### src/rtl/x_buf_pkg.sv
// Shared derived constants and parameter legality check for the window buffer.
package x_buf_pkg;

    // Elements per load word.
    function automatic int unsigned epw(input int unsigned elem_w, input int unsigned load_w);
        return load_w / elem_w;
    endfunction

    // Load words per row.
    function automatic int unsigned wpr(input int unsigned elem_w, input int unsigned load_w,
                                        input int unsigned row_elems);
        return row_elems / epw(elem_w, load_w);
    endfunction

    // Load words per bank.
    function automatic int unsigned nwords(input int unsigned elem_w, input int unsigned load_w,
                                           input int unsigned rows, input int unsigned row_elems);
        return rows * wpr(elem_w, load_w, row_elems);
    endfunction

    // Windows per row.
    function automatic int unsigned wprw(input int unsigned row_elems, input int unsigned lanes,
                                         input int unsigned win_step);
        return (row_elems - lanes) / win_step + 1;
    endfunction

    // Windows per bank.
    function automatic int unsigned nwin(input int unsigned rows, input int unsigned row_elems,
                                         input int unsigned lanes, input int unsigned win_step);
        return rows * wprw(row_elems, lanes, win_step);
    endfunction

    // Index width, never narrower than one bit.
    function automatic int unsigned idx_w(input int unsigned n);
        return (n > 1) ? $clog2(n) : 1;
    endfunction

    // True when the parameter set describes a buildable buffer.
    function automatic bit params_ok(input int unsigned elem_w, input int unsigned load_w,
                                     input int unsigned rows, input int unsigned row_elems,
                                     input int unsigned lanes, input int unsigned win_step);
        if (elem_w == 0 || load_w == 0 || rows == 0 || row_elems == 0 ||
            lanes == 0 || win_step == 0)
            return 1'b0;
        if ((load_w % elem_w) != 0)
            return 1'b0;
        if (((row_elems * elem_w) % load_w) != 0)
            return 1'b0;
        if (lanes > row_elems)
            return 1'b0;
        if (((row_elems - lanes) % win_step) != 0)
            return 1'b0;
        return 1'b1;
    endfunction

endpackage

### src/rtl/x_win_mux.sv
// Combinational window extraction from one flat bank.
//   bank  : ROWS*ROW_ELEMS elements, element i at bits [i*ELEM_W +: ELEM_W]
//   sel   : window index
//   win_c : LANES elements, lane 0 in the MSBs
//   oor_c : sel is not a valid window index
module x_win_mux
    import x_buf_pkg::*;
#(
    parameter int unsigned ELEM_W    = 8,
    parameter int unsigned ROWS      = 3,
    parameter int unsigned ROW_ELEMS = 8,
    parameter int unsigned LANES     = 4,
    parameter int unsigned WIN_STEP  = 2,
    parameter int unsigned SEL_W     = 4
) (
    input  logic [ROWS*ROW_ELEMS*ELEM_W-1:0] bank,
    input  logic [SEL_W-1:0]                 sel,
    output logic [LANES*ELEM_W-1:0]          win_c,
    output logic                             oor_c
);

    localparam int unsigned WPRW = wprw(ROW_ELEMS, LANES, WIN_STEP);
    localparam int unsigned NWIN = ROWS * WPRW;

    // One comparator per legal window; no match means out of range.
    always_comb begin
        win_c = '0;
        oor_c = 1'b1;
        for (int s = 0; s < int'(NWIN); s++) begin
            if (sel == SEL_W'(s)) begin
                oor_c = 1'b0;
                for (int l = 0; l < int'(LANES); l++) begin
                    win_c[(int'(LANES) - 1 - l)*int'(ELEM_W) +: ELEM_W] =
                        bank[((s / int'(WPRW))*int'(ROW_ELEMS) +
                              (s % int'(WPRW))*int'(WIN_STEP) + l)*int'(ELEM_W) +: ELEM_W];
                end
            end
        end
    end

endmodule

### src/rtl/x_window_buffer.sv
// Ping-pong input-activation buffer: fills one bank from LOAD_W words while the
// other bank serves LANES-wide windows to the MAC array.
//   clk, rst (async, active-low), flush (sync clear)
//   in_valid/in_ready/in_data : load word handshake, element 0 in MSBs
//   load_done                 : pulse after a bank's last word is accepted
//   bank_valid                : read bank is full
//   rd_req/rd_sel             : window read, result one cycle later
//   rd_release                : hand the read bank back to the loader
//   win_valid/win_data/win_err: registered read response
module x_window_buffer
    import x_buf_pkg::*;
#(
    parameter int unsigned ELEM_W    = 8,
    parameter int unsigned LOAD_W    = 32,
    parameter int unsigned ROWS      = 3,
    parameter int unsigned ROW_ELEMS = 8,
    parameter int unsigned LANES     = 4,
    parameter int unsigned WIN_STEP  = 2,
    localparam int unsigned SEL_W    = idx_w(nwin(ROWS, ROW_ELEMS, LANES, WIN_STEP))
) (
    input  logic                    clk,
    input  logic                    rst,
    input  logic                    flush,
    input  logic                    in_valid,
    output logic                    in_ready,
    input  logic [LOAD_W-1:0]       in_data,
    output logic                    load_done,
    output logic                    bank_valid,
    input  logic                    rd_req,
    input  logic [SEL_W-1:0]        rd_sel,
    input  logic                    rd_release,
    output logic                    win_valid,
    output logic [LANES*ELEM_W-1:0] win_data,
    output logic                    win_err
);

    localparam int unsigned EPW    = epw(ELEM_W, LOAD_W);
    localparam int unsigned NWORDS = nwords(ELEM_W, LOAD_W, ROWS, ROW_ELEMS);
    localparam int unsigned CNT_W  = idx_w(NWORDS);
    localparam int unsigned BANK_W = ROWS * ROW_ELEMS * ELEM_W;
    localparam int unsigned WIN_W  = LANES * ELEM_W;

    // Refuse to elaborate an inconsistent parameter set.
    if (!params_ok(ELEM_W, LOAD_W, ROWS, ROW_ELEMS, LANES, WIN_STEP)) begin : g_bad_params
        $fatal(1, "x_window_buffer: illegal parameter combination");
    end

    logic [LOAD_W-1:0] words_q [2][NWORDS];
    logic [BANK_W-1:0] flat    [2];
    logic [1:0]        full_q, full_d;
    logic              wr_ptr_q, wr_ptr_d;
    logic              rd_ptr_q, rd_ptr_d;
    logic [CNT_W-1:0]  cnt_q, cnt_d;
    logic              win_valid_d, win_err_d, load_done_d;
    logic [WIN_W-1:0]  win_data_d;
    logic              accept_c, last_c, rel_c, hit_c;
    logic [WIN_W-1:0]  win_c;
    logic              oor_c;

    assign in_ready   = !full_q[wr_ptr_q];
    assign bank_valid = full_q[rd_ptr_q];

    // Word w element e lands at flat element w*EPW+e; rows are contiguous words.
    for (genvar b = 0; b < 2; b++) begin : g_bank
        for (genvar w = 0; w < int'(NWORDS); w++) begin : g_word
            for (genvar e = 0; e < int'(EPW); e++) begin : g_elem
                assign flat[b][(w*int'(EPW) + e)*int'(ELEM_W) +: ELEM_W] =
                    words_q[b][w][(int'(EPW) - 1 - e)*int'(ELEM_W) +: ELEM_W];
            end
        end
    end

    x_win_mux #(
        .ELEM_W   (ELEM_W),
        .ROWS     (ROWS),
        .ROW_ELEMS(ROW_ELEMS),
        .LANES    (LANES),
        .WIN_STEP (WIN_STEP),
        .SEL_W    (SEL_W)
    ) u_mux (
        .bank (rd_ptr_q ? flat[1] : flat[0]),
        .sel  (rd_sel),
        .win_c(win_c),
        .oor_c(oor_c)
    );

    // Next-state for pointers, full flags and read response.
    always_comb begin
        accept_c    = in_valid && in_ready;
        last_c      = accept_c && (cnt_q == CNT_W'(NWORDS - 1));
        rel_c       = rd_release && bank_valid;
        hit_c       = rd_req && bank_valid;
        full_d      = full_q;
        wr_ptr_d    = wr_ptr_q;
        rd_ptr_d    = rd_ptr_q;
        cnt_d       = cnt_q;
        load_done_d = last_c;
        win_valid_d = 1'b0;
        win_err_d   = 1'b0;
        win_data_d  = win_data;

        if (accept_c)
            cnt_d = last_c ? '0 : cnt_q + CNT_W'(1);
        // Loader and reader never own the same bank, so both updates can apply.
        if (last_c) begin
            full_d[wr_ptr_q] = 1'b1;
            wr_ptr_d         = !wr_ptr_q;
        end
        if (rel_c) begin
            full_d[rd_ptr_q] = 1'b0;
            rd_ptr_d         = !rd_ptr_q;
        end
        if (hit_c) begin
            if (oor_c) begin
                win_err_d  = 1'b1;
                win_data_d = '0;
            end else begin
                win_valid_d = 1'b1;
                win_data_d  = win_c;
            end
        end

        if (flush) begin
            full_d      = '0;
            wr_ptr_d    = 1'b0;
            rd_ptr_d    = 1'b0;
            cnt_d       = '0;
            load_done_d = 1'b0;
            win_valid_d = 1'b0;
            win_err_d   = 1'b0;
            win_data_d  = '0;
        end
    end

    // Control and response registers.
    always_ff @(posedge clk or negedge rst) begin
        if (!rst) begin
            full_q    <= '0;
            wr_ptr_q  <= 1'b0;
            rd_ptr_q  <= 1'b0;
            cnt_q     <= '0;
            load_done <= 1'b0;
            win_valid <= 1'b0;
            win_err   <= 1'b0;
            win_data  <= '0;
        end else begin
            full_q    <= full_d;
            wr_ptr_q  <= wr_ptr_d;
            rd_ptr_q  <= rd_ptr_d;
            cnt_q     <= cnt_d;
            load_done <= load_done_d;
            win_valid <= win_valid_d;
            win_err   <= win_err_d;
            win_data  <= win_data_d;
        end
    end

    // Bank storage, written one load word at a time.
    always_ff @(posedge clk or negedge rst) begin
        if (!rst) begin
            for (int b = 0; b < 2; b++)
                for (int w = 0; w < int'(NWORDS); w++)
                    words_q[b][w] <= '0;
        end else if (flush) begin
            for (int b = 0; b < 2; b++)
                for (int w = 0; w < int'(NWORDS); w++)
                    words_q[b][w] <= '0;
        end else if (accept_c) begin
            words_q[wr_ptr_q][cnt_q] <= in_data;
        end
    end

endmodule
### config.mk
export PLATFORM = sky130hd
export DESIGN_NAME = x_window_buffer
export DESIGN_NICKNAME = d
export VERILOG_FILES = /design/src/rtl/x_buf_pkg.sv /design/src/rtl/x_win_mux.sv /design/src/rtl/x_window_buffer.sv
export SDC_FILE = /design/constraint.sdc
export NUM_CORES = 1
export LEC_CHECK = 0
export BUFFER_PORTS_ARGS = -buffer_cell sky130_fd_sc_hd__buf_2
export CAP_MARGIN = 20
export CORE_MARGIN = 5
export CORE_UTILIZATION = 45
export DETAILED_ROUTE_END_ITERATION = 10
export PLACE_DENSITY = 0.64
export SYNTH_ARGS = -nofsm -noshare
export SYNTH_HDL_FRONTEND = slang
export SYNTH_SLANG_ARGS = --single-unit
export TNS_END_PERCENT = 10
### constraint.sdc
create_clock -name clk -period 1.8 [get_ports clk]
set_input_delay 0.45 -clock clk [delete_from_list [all_inputs] [get_ports clk]]
set_output_delay 0.45 -clock clk [all_outputs]
set_load 0.02 [all_outputs]
==> out/results.md <==
| Item | This run | Unit |
| --- | --- | --- |
| Status | complete, but fails checks | - |
| Failing checks | negative setup slack | - |
| Final net count | 2,665 | - |
| # rows | 79 | - |
| Proportion of synthesized chip area in sequential cells | 49.9 | % |
| TritonCTS clock tree | built | - |
| RSZ-0062 raised after global routing | true | - |
| Gr ovfl total | 0 | - |
| Cell area after synthesis | 21,400 | µm² |
| Most frequent cells after synthesis | nand2_1, a21oi_1, dfrtp_1, mux2i_1, clkbuf_1 | - |
| Clk_skew | 0.0180 | ns |
| Data arrival time of the worst path | 2.77 | ns |
| Worst hold slack across all endpoints | 0.142 | ns |
| Tcrit/Tclk final | 125 | % |
| Count of fill cells added during filler insertion | 3,998 | - |
| Vias in the first global route | 19,253 | - |
| Post-route setup slack | -0.444 | ns |
| Top cell type by total area after synthesis | dfrtp_1 | - |
| First-pass GRT wire length | 118,000 | µm |
| Highest ir drop seen on vdd | 523 | µV |
| Worst skew pair latency | 0.59 | ns |
| Number of violations reported at the end of detailed-routing iteration 0 | 2,096 | - |
| R2R setup slack | -0.44 | ns |
| Maximum number of pins on one net before global-route repair | 104 | - |
| Largest fanout on the critical path | 26 | - |
| Detailed Route WL | 77,700 | µm |
| Critical Path Sink Type | flop | - |
| H-tree depth | 2 | - |
| Number of port buffers | 78 | - |
| Total negative slack | -9.53 | ns |
| Number of clock sinks seen by CTS | 426 | - |
| Fraction of final layout cells with drive strength greater than 1 | 25.0 | % |
| Met1 layer usage reported by global route | 39.7 | % |
| Die Y-Extent | 228 | µm |
| Flops & latches, synth | 426 | - |
| Number of antenna violations at the first check in global routing | 9 | - |
| Ordered cell list for the critical path | buf_12 > buf_12 > mux2i_1 > buf_4 > o21ai_0 > a31oi_4 > buf_6 > o21ai_2 > a22o_1 | - |
| Maximum number of buffers from clock root to sink | 3 | - |
| Global routing usage on met3 | 9.91 | % |
| Number of flops mapped to enable cells by yosys | 0 | - |
| Number of synthesis warnings | 0 | - |
| Root buffer selected by CTS | clkbuf_16 | - |
| Type of the tightest min-delay check | in2reg | - |
| Hpwl dp | 50,500 | µm |
| Pwr dens | 808 | nW/µm² |
| Overall fraction of global-route tracks in use | 28.8 | % |
| Critical Path Start Type | flop | - |
| GR met2 Demand/Resource | 43.5 | % |
| Critical Path Max Stage Delay | 0.52 | ns |
| Length of the first detailed-routing pass in iterations | 6 | - |
| Proportion of netlist area held by the largest area contributor | 49.9 | % |
| Final number of hold-violating endpoints | 0 | - |
| Leakage power | 0.0107 | µW |
| TritonCTS Buffers | 47 | - |
| Starting Density | 45.7 | % |
| Dominant synthesized flop cell | dfrtp_1 | - |
| Number of library cell types mapped by synthesis | 65 | - |
| Number of remaining DRC errors | 0 | - |
| Pin slew with the least headroom to its limit | 0.587 | ns |
| Time the final worst path needs with I/O delays and setup | 2.24 | ns |
| # IOs | 79 | - |
| Top post-synthesis cells by area | dfrtp_1, nand2_1, a21oi_1, mux2i_1, clkbuf_1 | - |
| Post-synthesis area per instance | 8.73 | µm² |
| Synthesized net count | 2,493 | - |
| DR WL/cell | 23.8 | µm |
| Via density per instance | 6.03 | - |
| Multi-input gate area | 10,400 | µm² |
| Leading cell type by number of instances after synthesis | nand2_1 | - |
| Critical setup path kind | reg2reg | - |
| Data required time of the worst path | 2.33 | ns |
| Total setup violations reported at the end of the flow | 46 | - |
| Slew margin rel. | 60.9 | % |
| Layer with the highest usage after global routing | met2 | - |
| Sequential standard cell area | 10,700 | µm² |
| Clock slew at the register clock pins of the worst setup and hold paths | 0.06 | ns |
| Final RePlAce weighted congestion | 1.00 | - |
| Area growth, synth to finish | 25.7 | % |
| Most frequent cell on the critical path | buf_12 | - |
| Chip width | 228 | µm |
| Total via count in the routed design | 19,707 | - |
| Gate count of the mapped netlist | 2,449 | - |
| Cell with the largest stage delay on the worst path | dfrtp_4 | - |
| Total die area | 52,000 | µm² |
| Floorplan core area | 46,800 | µm² |
| Max-cap violation count | 0 | - |
| Share of flip-flops with an asynchronous set or reset after synthesis | 100 | % |
| Pins Over Slew Limit | 0 | - |
| ANT nets after route | 0 | - |
| FMAX | 446 | MHz |
[registers in the layout, summed over array words and instances (netlist names)]
signal / count
wr_ptr_q: 1
rd_ptr_q: 1
cnt_q: 3
load_done: 1
win_valid: 1
flat: 384
full_q: 2
win_err: 1
win_data: 32
[layer usage]
layer  routed length, µm  vias to the layer above  share of wire, %
li1                    -                     8721                 -
met3                9000                      172                12
met5                  29                        -             0.037
met4                2220                        4               2.9
met1               32000                     9739                41
met2               34400                     1071                44
[area by class of cell]
class                   instances  share of cell area, %
clock inverters                 8                  0.428
flip-flops and latches        426                   39.7
multi-input cells            1770                   38.7
inverters                       9                  0.126
clock buffers                  76                   5.46
diodes                          6                 0.0559
repair buffers                367                   12.7
well taps                     607                   2.83
[cells in the final DEF, fill, tap and decap left out, types with 13 or more instances in the layout]
cell	n
nand2_1	784
dfrtp_1	421
a21oi_1	347
buf_4	213
mux2i_1	135
a21oi_2	100
buf_2	75
buf_12	52
clkbuf_16	49
o21ai_0	47
o22ai_1	44
mux2_2	31
o21ai_1	28
nor2_1	24
buf_6	15
a32oi_1	14
clkbuf_8	14
nand3_1	13
mux2i_2	13
clkbuf_1	13
[critical path, delay by kind of cell, from the launching register on]
kind,cells,cell delay (ns)
buf+inv,4,0.67
compound gates,4,0.82
mux,1,0.14
flops,1,0.52
[through the flow]
stage | instances | power, µW | util (%) | cell area, µm² | worst slack, ns
after floorplan | 2449 | 10700 | - | 21400 | -0.0121
after global routing | 3266 | 22300 | 57.4 | 26900 | -0.439
after detailed placement | 3152 | 11800 | 51.5 | 24100 | -0.528
after CTS | 3252 | 21700 | 56.1 | 26200 | -0.420
final | 3269 | 21700 | 57.5 | 26900 | -0.444
after global placement | 3152 | 11700 | 51.5 | 24100 | -0.535
[kinds of logic (layout without fill, tap and decap cells)]
kind of cell,Yosys count,after routing,synth area share [%]
other cells,0,6,0
mux,197,197,10.0
fa+ha+maj,2,2,0.117
compound gates,675,675,17.6
simple gates,895,895,17.0
flops,426,426,49.9
xor+xnor,1,1,0.0410
buf+inv,253,460,5.36
[worst paths after layout]
| kind | startpoint | end | depth (start not counted) |
|---|---|---|---|
| setup / recovery | rd_ptr_q | win_data[30] | 9 |
| hold / removal | rd_release | full_q[1] | 2 |
| setup reg to reg | rd_ptr_q | win_data[30] | 9 |
| hold reg to reg | win_data[9] | win_data[9] | 1 |
| max in group asynchronous | rst | flat[229] | 3 |
| min in group asynchronous | rst | flat[175] | 2 |
[power by group]
group	leakage [µW]	internal, µW	switching (µW)
sequential	0.00592	9690	78.1
combinational	0.00402	643	1350
clock	0.000782	5970	3980
[what timing repair did]
action	CTS	global route
endpoints found under the hold margin	22	0
setup buffers	12	12
setup endpoints to repair	191	289
cloned	3	0
resized for setup	106	135
hold buffers	1	0
pin swaps	26	38
(Power assumes the default switching activity.)
